===== config.mk =====
export PLATFORM = sky130hd
export DESIGN_NAME = clockvar_binding_multi
export DESIGN_NICKNAME = d
export VERILOG_FILES = /design/src/rtl/clockvar_binding_multi.sv
export SDC_FILE = /design/constraint.sdc
export NUM_CORES = 1
export LEC_CHECK = 0
export ABC_AREA = 0
export CORE_MARGIN = 1
export CORE_UTILIZATION = 51
export CTS_CLUSTER_SIZE = 8
export DETAILED_ROUTE_END_ITERATION = 10
export GPL_ROUTABILITY_DRIVEN = 0
export PLACE_DENSITY = 0.86
export SLEW_MARGIN = 5
export SYNTH_ARGS = -nofsm -noshare
export SYNTH_HDL_FRONTEND = slang
export SYNTH_SLANG_ARGS = --single-unit

===== constraint.sdc =====
create_clock -name clk_in -period 5.9 [get_ports clk_in]
set_input_delay 0.59 -clock clk_in [delete_from_list [all_inputs] [get_ports clk_in]]
set_output_delay 0.59 -clock clk_in [all_outputs]
set_load 0.02 [all_outputs]

===== src/rtl/clockvar_binding_multi.sv =====
`default_nettype none
// ============================================================================
// Module      : clockvar_binding_multi
// Description : Multi-channel pin binding block. Samples NUM_CH input buses
//               through an IN_SKEW-deep enabled register pipeline and drives
//               NUM_CH output buses from a valid/ready drive FSM. Each drive
//               is written after OUT_DELAY edges. It is then checked against
//               the sampled loopback value, with a TIMEOUT limit. Per-channel
//               sample-change pulses feed a saturating event counter.
// Revision    : 1.0 - initial release
// ----------------------------------------------------------------------------
// Ports:
//   clk_in              in   clock, all state updates on posedge
//   rst_n               in   asynchronous active-low reset
//   in_data             in   raw channel inputs, channel c at [c*WIDTH +: WIDTH]
//   ch_en               in   per-channel sample enable
//   drv_valid           in   drive request
//   drv_ready           out  drive can be accepted (FSM idle)
//   drv_ch              in   target channel of the drive
//   drv_data            in   value to drive
//   clk_out_port        out  registered driven channel outputs
//   out_data_read_input out  sampled inputs (last skew stage)
//   sample_change       out  one-cycle pulse per channel on sampled change
//   change_cnt          out  saturating total of change events
//   chk_pass            out  one-cycle pulse: loopback matched
//   chk_fail            out  one-cycle pulse: timeout or bad channel
// ============================================================================
module clockvar_binding_multi #(
  parameter int WIDTH     = 8,
  parameter int NUM_CH    = 4,
  parameter int IN_SKEW   = 1,
  parameter int OUT_DELAY = 1,
  parameter int TIMEOUT   = 8,
  parameter int CNT_W     = 16,
  localparam int c_CH_W   = (NUM_CH > 1) ? $clog2(NUM_CH) : 1
) (
  input  logic                    clk_in,
  input  logic                    rst_n,
  input  logic [NUM_CH*WIDTH-1:0] in_data,
  input  logic [NUM_CH-1:0]       ch_en,
  input  logic                    drv_valid,
  output logic                    drv_ready,
  input  logic [c_CH_W-1:0]       drv_ch,
  input  logic [WIDTH-1:0]        drv_data,
  output logic [NUM_CH*WIDTH-1:0] clk_out_port,
  output logic [NUM_CH*WIDTH-1:0] out_data_read_input,
  output logic [NUM_CH-1:0]       sample_change,
  output logic [CNT_W-1:0]        change_cnt,
  output logic                    chk_pass,
  output logic                    chk_fail
);

  localparam int c_DLY_W = (OUT_DELAY > 1) ? $clog2(OUT_DELAY) : 1;
  localparam int c_TMO_W = (TIMEOUT > 1) ? $clog2(TIMEOUT) : 1;
  localparam logic [c_DLY_W-1:0] c_DLY_LOAD = c_DLY_W'(OUT_DELAY - 1);
  localparam logic [c_TMO_W-1:0] c_TMO_LOAD = c_TMO_W'(TIMEOUT - 1);
  localparam logic [c_CH_W:0]    c_NUM_CH   = (c_CH_W + 1)'(NUM_CH);

  typedef enum logic [1:0] {
    S_IDLE  = 2'd0,
    S_DRIVE = 2'd1,
    S_CHECK = 2'd2
  } state_t;

  // --------------------------------------------------------------------------
  // Input skew pipeline
  // --------------------------------------------------------------------------
  logic [NUM_CH*WIDTH-1:0] r_skew [IN_SKEW];
  logic [NUM_CH*WIDTH-1:0] w_last;
  logic [NUM_CH*WIDTH-1:0] w_next_last;

  always_ff @(posedge clk_in or negedge rst_n) begin
    if (!rst_n) begin
      for (int s = 0; s < IN_SKEW; s++) begin
        r_skew[s] <= '0;
      end
    end else begin
      for (int c = 0; c < NUM_CH; c++) begin
        if (ch_en[c]) begin
          r_skew[0][c*WIDTH +: WIDTH] <= in_data[c*WIDTH +: WIDTH];
          for (int s = 1; s < IN_SKEW; s++) begin
            r_skew[s][c*WIDTH +: WIDTH] <= r_skew[s-1][c*WIDTH +: WIDTH];
          end
        end
      end
    end
  end

  assign w_last              = r_skew[IN_SKEW-1];
  assign out_data_read_input = w_last;

  // Value the last stage will take on an enabled edge; used to detect a
  // change in the same edge that updates the last stage.
  generate
    if (IN_SKEW == 1) begin : g_skew_single
      assign w_next_last = in_data;
    end else begin : g_skew_multi
      assign w_next_last = r_skew[IN_SKEW-2];
    end
  endgenerate

  // --------------------------------------------------------------------------
  // Change detection and saturating counter
  // --------------------------------------------------------------------------
  logic [NUM_CH-1:0] r_change;
  logic [CNT_W-1:0]  r_cnt;
  logic [CNT_W:0]    w_pop;
  logic [CNT_W:0]    w_sum;

  always_comb begin
    w_pop = '0;
    for (int c = 0; c < NUM_CH; c++) begin
      w_pop = w_pop + (CNT_W + 1)'(r_change[c]);
    end
  end

  // One spare carry bit flags overflow, which clamps to all-ones.
  assign w_sum = {1'b0, r_cnt} + w_pop;

  always_ff @(posedge clk_in or negedge rst_n) begin
    if (!rst_n) begin
      r_change <= '0;
      r_cnt    <= '0;
    end else begin
      for (int c = 0; c < NUM_CH; c++) begin
        r_change[c] <= ch_en[c] &&
                       (w_next_last[c*WIDTH +: WIDTH] != w_last[c*WIDTH +: WIDTH]);
      end
      r_cnt <= w_sum[CNT_W] ? {CNT_W{1'b1}} : w_sum[CNT_W-1:0];
    end
  end

  assign sample_change = r_change;
  assign change_cnt    = r_cnt;

  // --------------------------------------------------------------------------
  // Drive / check FSM
  // --------------------------------------------------------------------------
  state_t                  r_state;
  logic [c_CH_W-1:0]       r_ch;
  logic [WIDTH-1:0]        r_data;
  logic [c_DLY_W-1:0]      r_dcnt;
  logic [c_TMO_W-1:0]      r_tcnt;
  logic [NUM_CH*WIDTH-1:0] r_out;
  logic                    r_pass;
  logic                    r_fail;
  logic [WIDTH-1:0]        w_chk_val;
  logic                    w_ch_bad;

  // Sampled value of the channel under check.
  always_comb begin
    w_chk_val = '0;
    for (int c = 0; c < NUM_CH; c++) begin
      if (r_ch == c_CH_W'(c)) begin
        w_chk_val = w_last[c*WIDTH +: WIDTH];
      end
    end
  end

  assign w_ch_bad = ({1'b0, drv_ch} >= c_NUM_CH);

  always_ff @(posedge clk_in or negedge rst_n) begin
    if (!rst_n) begin
      r_state <= S_IDLE;
      r_ch    <= '0;
      r_data  <= '0;
      r_dcnt  <= '0;
      r_tcnt  <= '0;
      r_out   <= '0;
      r_pass  <= 1'b0;
      r_fail  <= 1'b0;
    end else begin
      r_pass <= 1'b0;
      r_fail <= 1'b0;
      case (r_state)
        S_IDLE: begin
          if (drv_valid) begin
            // Out-of-range requests are consumed and reported, nothing driven.
            if (w_ch_bad) begin
              r_fail <= 1'b1;
            end else begin
              r_ch    <= drv_ch;
              r_data  <= drv_data;
              r_dcnt  <= c_DLY_LOAD;
              r_state <= S_DRIVE;
            end
          end
        end
        S_DRIVE: begin
          if (r_dcnt == '0) begin
            for (int c = 0; c < NUM_CH; c++) begin
              if (r_ch == c_CH_W'(c)) begin
                r_out[c*WIDTH +: WIDTH] <= r_data;
              end
            end
            r_tcnt  <= c_TMO_LOAD;
            r_state <= S_CHECK;
          end else begin
            r_dcnt <= r_dcnt - c_DLY_W'(1);
          end
        end
        S_CHECK: begin
          // Match has priority so a match on the final cycle still passes.
          if (w_chk_val == r_data) begin
            r_pass  <= 1'b1;
            r_state <= S_IDLE;
          end else if (r_tcnt == '0) begin
            r_fail  <= 1'b1;
            r_state <= S_IDLE;
          end else begin
            r_tcnt <= r_tcnt - c_TMO_W'(1);
          end
        end
        default: begin
          r_state <= S_IDLE;
        end
      endcase
    end
  end

  assign drv_ready    = (r_state == S_IDLE);
  assign clk_out_port = r_out;
  assign chk_pass     = r_pass;
  assign chk_fail     = r_fail;

endmodule
`default_nettype wire


Word-level counts from Yosys, hierarchy flattened

Index checks and enable logic that the tools add are counted.

Bits in registers: 102
Output and inout port bits: 87
Input port bits: 49
Logic and storage cells: 78

Reduce and logical (&&, ||, !) cells: 17
$add $sub $neg: 6
Equality and inequality tests: 15
Bitwise logic cells: 1
Multiplexer cells: 22

Operators with widths:

| operator              | count |
|---|---|
| $mux W8               | 4 |
| $ne A8 B8 Y1          | 4 |
| $add A16 B4 Y17       | 1 |
| $mux W16              | 1 |
| $reduce_and A3 Y1     | 5 |
| $mux W3               | 3 |
| $eq A8 B8 Y1          | 1 |
| $mux W2               | 4 |
| $ne A2 B2 Y1 const B  | 4 |
| $mux W1               | 7 |
| $eq A2 B2 Y1 const B  | 3 |
| $pmux W2 S3           | 1 |
| $pmux W3 S2           | 1 |
| $add A3 B1 Y4         | 1 |
| $eq A2 B1 Y1 const B  | 2 |
| $logic_and A1 B1 Y1   | 4 |
| $logic_not A2 Y1      | 2 |
| $reduce_and A2 Y1     | 2 |
| $reduce_and A4 Y1     | 1 |
| $reduce_bool A2 Y1    | 2 |
| $add A2 B1 Y3         | 1 |
| $logic_not A3 Y1      | 1 |
| $ne A3 B3 Y1 const B  | 1 |
| $sub A3 B1 Y3 const B | 1 |
| 4 further kinds       | 4 |

Depth between registers and ports, before layout

Depth in word-level cells: 8
Mapped depth: 10
Depth with buffers taken out: 9

Worst setup path after synthesis

No wires, ideal clock.

Path kind: reg-to-reg
Start point: register r_change[0], in the netlist sample_change[0]
End point: register r_cnt[10], in the netlist change_cnt[10]
Data arrival time: 2.606 ns
Slack: 3.227 ns
Stages on the path, launching flop included: 11
Path buffers: 1
Period minus slack after synthesis: 2.673 ns
Setup time: 0.068 ns
Required time: 5.832 ns
Path through: dfrtp_1 -> fa_1 -> inv_1 -> fa_1 -> inv_1 -> fa_1 -> nand4_1 -> nor3_1 -> nand3_1 -> clkbuf_1 -> nand2_1

Longest elaborated chain between the ends: 5

Ends and longest elaborated chain:

| item                              | line | RTL |
|---|---|---|
| from (decl)                       | 105  | `logic [NUM_CH-1:0] r_change;` |
| from (signal, indexed assignment) | 126  | `r_change[c] <= ch_en[c] &&` |
| $add A1 B1 Y2                     | 113  | `w_pop = w_pop + (CNT_W + 1)'(r_change[c]);` |
| $add A2 B1 Y3                     | 113  |  |
| $add A3 B1 Y4                     | 113  |  |
| $add A16 B4 Y17                   | 118  | `assign w_sum = {1'b0, r_cnt} + w_pop;` |
| $mux W16                          | 129  | `r_cnt <= w_sum[CNT_W] ? {CNT_W{1'b1}} : w_sum[CNT_W-1:0];` |
| to (signal assigned)              | 129  |  |
| to (decl)                         | 106  | `logic [CNT_W-1:0] r_cnt;` |

Every way passes these cells.
A chain may end at the register's enable or synchronous reset.

Final worst setup path

Start point: register r_change[0], in the netlist sample_change[0]
End point: register r_cnt[6], in the netlist change_cnt[6]

The elaborated chain is that of the path after synthesis.

==> metrics.log <==
INFO  metric final_total_pwr = around 2.8 mW
INFO  metric power.density_cell_area = approximately 440 mW/mm^2
INFO  metric place_ws = approximately 2.9 ns
INFO  metric post-synth-top-count-cell = dfrtp_1
INFO  metric path_class = reg2reg
INFO  metric dp_cells = 577
INFO  metric power_leakage = around 2.7 nW
INFO  metric timing.critical_path.to_type = register
INFO  metric cts_sinks = ~100
INFO  metric detail_route.wl_per_cell = approximately 19 um
INFO  metric post_cts_hold_buffer_count = 0
INFO  metric htreeDepth = 3
INFO  metric starting_density_of_the_core = 0.530
INFO  metric post_synth_inst_count = 341
INFO  metric yosysTopAreaCellShare = 0.544
INFO  metric layout-drive-gt1-share = 0.212
INFO  metric worst_setup_path_start_kind = register
INFO  metric pin_count_of_the_biggest_net_entering_global_routing = ~70
INFO  metric layout_area_overhead = 35.8%
INFO  metric die_x = 97.4 um
INFO  metric number_of_cells_traversed_by_the_worst_register_to_register_path = 9
INFO  metric clk_path_buf_depth = 2
INFO  metric route.antenna.remaining_nets = 0
INFO  metric cts.repair_timing.setup_buffer_count = 0
INFO  metric status = finished, final reports clean
INFO  metric final.setup_skew = roughly 0.014 ns
INFO  metric yosys-top-cells-area = dfrtp_1 54%, mux2_2 18%, xor2_1 7.0%
INFO  metric finalWirelength = approximately 11000 um
INFO  metric postSynth.topFlopCell = dfrtp_1
INFO  metric antenna_found_initial = 0
INFO  metric synth_enable_flop_cells = 0
INFO  metric dieArea = 0.00949 mm^2
INFO  metric fp-row-count = 34
INFO  metric hold_class = in2async
INFO  metric clkSlewWorstSetupHoldPaths = about 0.1 ns
INFO  metric fp.coreArea = between 0.008 and 0.009 mm^2
INFO  metric setup_slack = roughly 2.9 ns
INFO  metric worst_ir_drop_on_vdd = ~0.00024 V
INFO  metric grt.overflow.total = 0
INFO  metric unrepaired_setup_endpoints_after_global_routing = false
INFO  metric synthDominantAreaCellType = dfrtp_1
INFO  metric async_flop_share = 1.00
INFO  metric cts_tree = yes
INFO  metric via_count_of_the_first_global_routing_pass = between 3000 and 4000
INFO  metric filler_cell_count = approximately 630
INFO  metric seqCellArea = around 0.0025 mm^2
INFO  metric mappedNetlistNets = 396
INFO  metric cts.root.buffer_cell = clkbuf_8
INFO  metric groute.usage.overall = 0.244
INFO  metric synth_area = 0.00465 mm^2
INFO  metric via_per_inst = approximately 5.4
INFO  metric buffer_ports.inserted = ~140
INFO  metric leading_post_synthesis_cells_by_instance_count = 101 x dfrtp_1, 74 x mux2_2, 37 x xor2_1
INFO  metric vias = approximately 3200
INFO  metric synthDistinctLibCells = 37
INFO  metric pin_count = 136
INFO  metric setup_violations = 0
INFO  metric drv_cap = 0
INFO  metric fin_tns_setup = 0 ns
INFO  metric report.final.hold_viol_count = 0
INFO  metric min_period_over_period = 0.511
INFO  metric final-max-slew-violation-count = 0
INFO  metric timing.critical_path.arrival = 3.29 ns
INFO  metric cp.required = between 6 and 7 ns
INFO  metric multi_input_comb_area = between 0.002 and 0.0025 mm^2
INFO  metric seq_area_frac_synth = 0.544
INFO  metric post_cts_resize_count = 0
INFO  metric diodes = 0
INFO  metric clock_latency = ~0.37 ns
INFO  metric flop_and_latch_count_out_of_synthesis = between 100 and 150
INFO  metric num-nets-final = 535
INFO  metric first_pass_grt_wire_length = between 15000 and 20000 um
INFO  metric dp_hpwl = ~8400 um
INFO  metric crit_fanout = 13
INFO  metric syn-mean-instance-area = between 10 and 15 um^2
INFO  metric achievable-frequency = around 0.33 GHz
INFO  metric drt_iter0_drc = ~110
INFO  metric die_height = 97.4 um
INFO  metric detail_route.first_pass.iterations = 4
INFO  metric fin_crit = ~3.0 ns
INFO  metric number_of_synthesis_warnings = 0
INFO  metric detail_route.drc_violations = 0
INFO  metric maxSlewHeadroom = 0.422
INFO  metric worst_slew_pin_slew = between 0.8 and 0.9 ns
INFO  metric cts_made_buffers = 9
INFO  metric final_cell_count_no_fill = 593
==> worst paths after layout <==
path                                  start               end  slack [ns]
max in group asynchronous             rst_n  sample_change[2]        4.53
setup reg to reg           sample_change[0]     change_cnt[6]        2.88
hold reg to reg                   r_tcnt[0]         r_tcnt[0]        0.50
hold / removal                        rst_n  clk_out_port[26]        0.14
setup / recovery           sample_change[0]     change_cnt[6]        2.88
min in group clk_in               r_tcnt[0]         r_tcnt[0]        0.50
==> metal layers <==
layer,vias to the layer above,GRT usage,routed length [um]
li1,1469,-,-
met1,1612,0.289,4480
met2,121,0.420,5680
met3,16,0.0871,822
met4,0,0.0656,188
met5,-,0,0
==> per-stage QoR <==
| stage | instance area, um^2 | hold WS, ns | utilization |
|---|---|---|---|
| global route | 6310 | 0.157 | 0.720 |
| finish | 6310 | 0.143 | 0.720 |
| CTS | 6310 | 0.148 | 0.720 |
| detailed placement | 6100 | 0.483 | 0.696 |
| floorplan | 4650 | 0.294 | - |
| global placement | 6100 | 0.460 | 0.696 |
==> cell type report <==
| cell class | instances | area share |
|---|---|---|
| sequential | 101 | 0.401 |
| tap | 108 | 0.0214 |
| clock inverter | 7 | 0.0133 |
| inverter | 9 | 0.00536 |
| clock buffer | 9 | 0.0196 |
| timing repair buffer | 136 | 0.215 |
| multi-input combinational | 223 | 0.325 |
==> kinds of logic (layout without fill, tap and decap cells) <==
group,after synthesis,after routing,share of synthesized area
compound gates,16,16,0.0248
xor+xnor,50,50,0.0943
fa+ha+maj,6,6,0.0210
buf+inv,17,161,0.0153
flops,101,101,0.544
mux,85,85,0.227
simple gates,66,66,0.0735
==> worst max-delay path, stage by stage, from the launching register on <==
cell and delay, ns:
dfrtp_1 0.41, fa_1 0.55, inv_1 0.05, fa_1 0.38, inv_1 0.08, fa_1 0.28, nand4_1 0.19, nor3_1 0.34
nand3_1 0.44, o21ai_0 0.22
==> layout by cell type (no fill, tap or decap), drive strengths merged, types with 4 or more instances in the layout <==
cell type      Yosys  layout
nor2              15      15
xor2              37      37
a21boi             4       4
nand2             20      20
clkdlybuf4s50      0     134
nor3               5       5
xnor2             13      13
nand3              5       5
dfrtp            101     101
clkbuf             6       9
inv                9      11
mux4               8       8
nor4               8       8
mux2              74      74
==> where the power goes <==
group          switching (mW)  internal [mW]
combinational           0.532          0.632
sequential              0.238          0.903
clock                   0.251          0.203
==> sequential cells by signal, indices dropped and copies added, names as in the netlist <==
signal	flops
chk_fail	1
chk_pass	1
r_state	2
clk_out_port	32
out_data_read_input	32
change_cnt	16
r_tcnt	3
r_ch	2
sample_change	4
r_data	8
No activity file was read; power rests on OpenSTA's default activity.
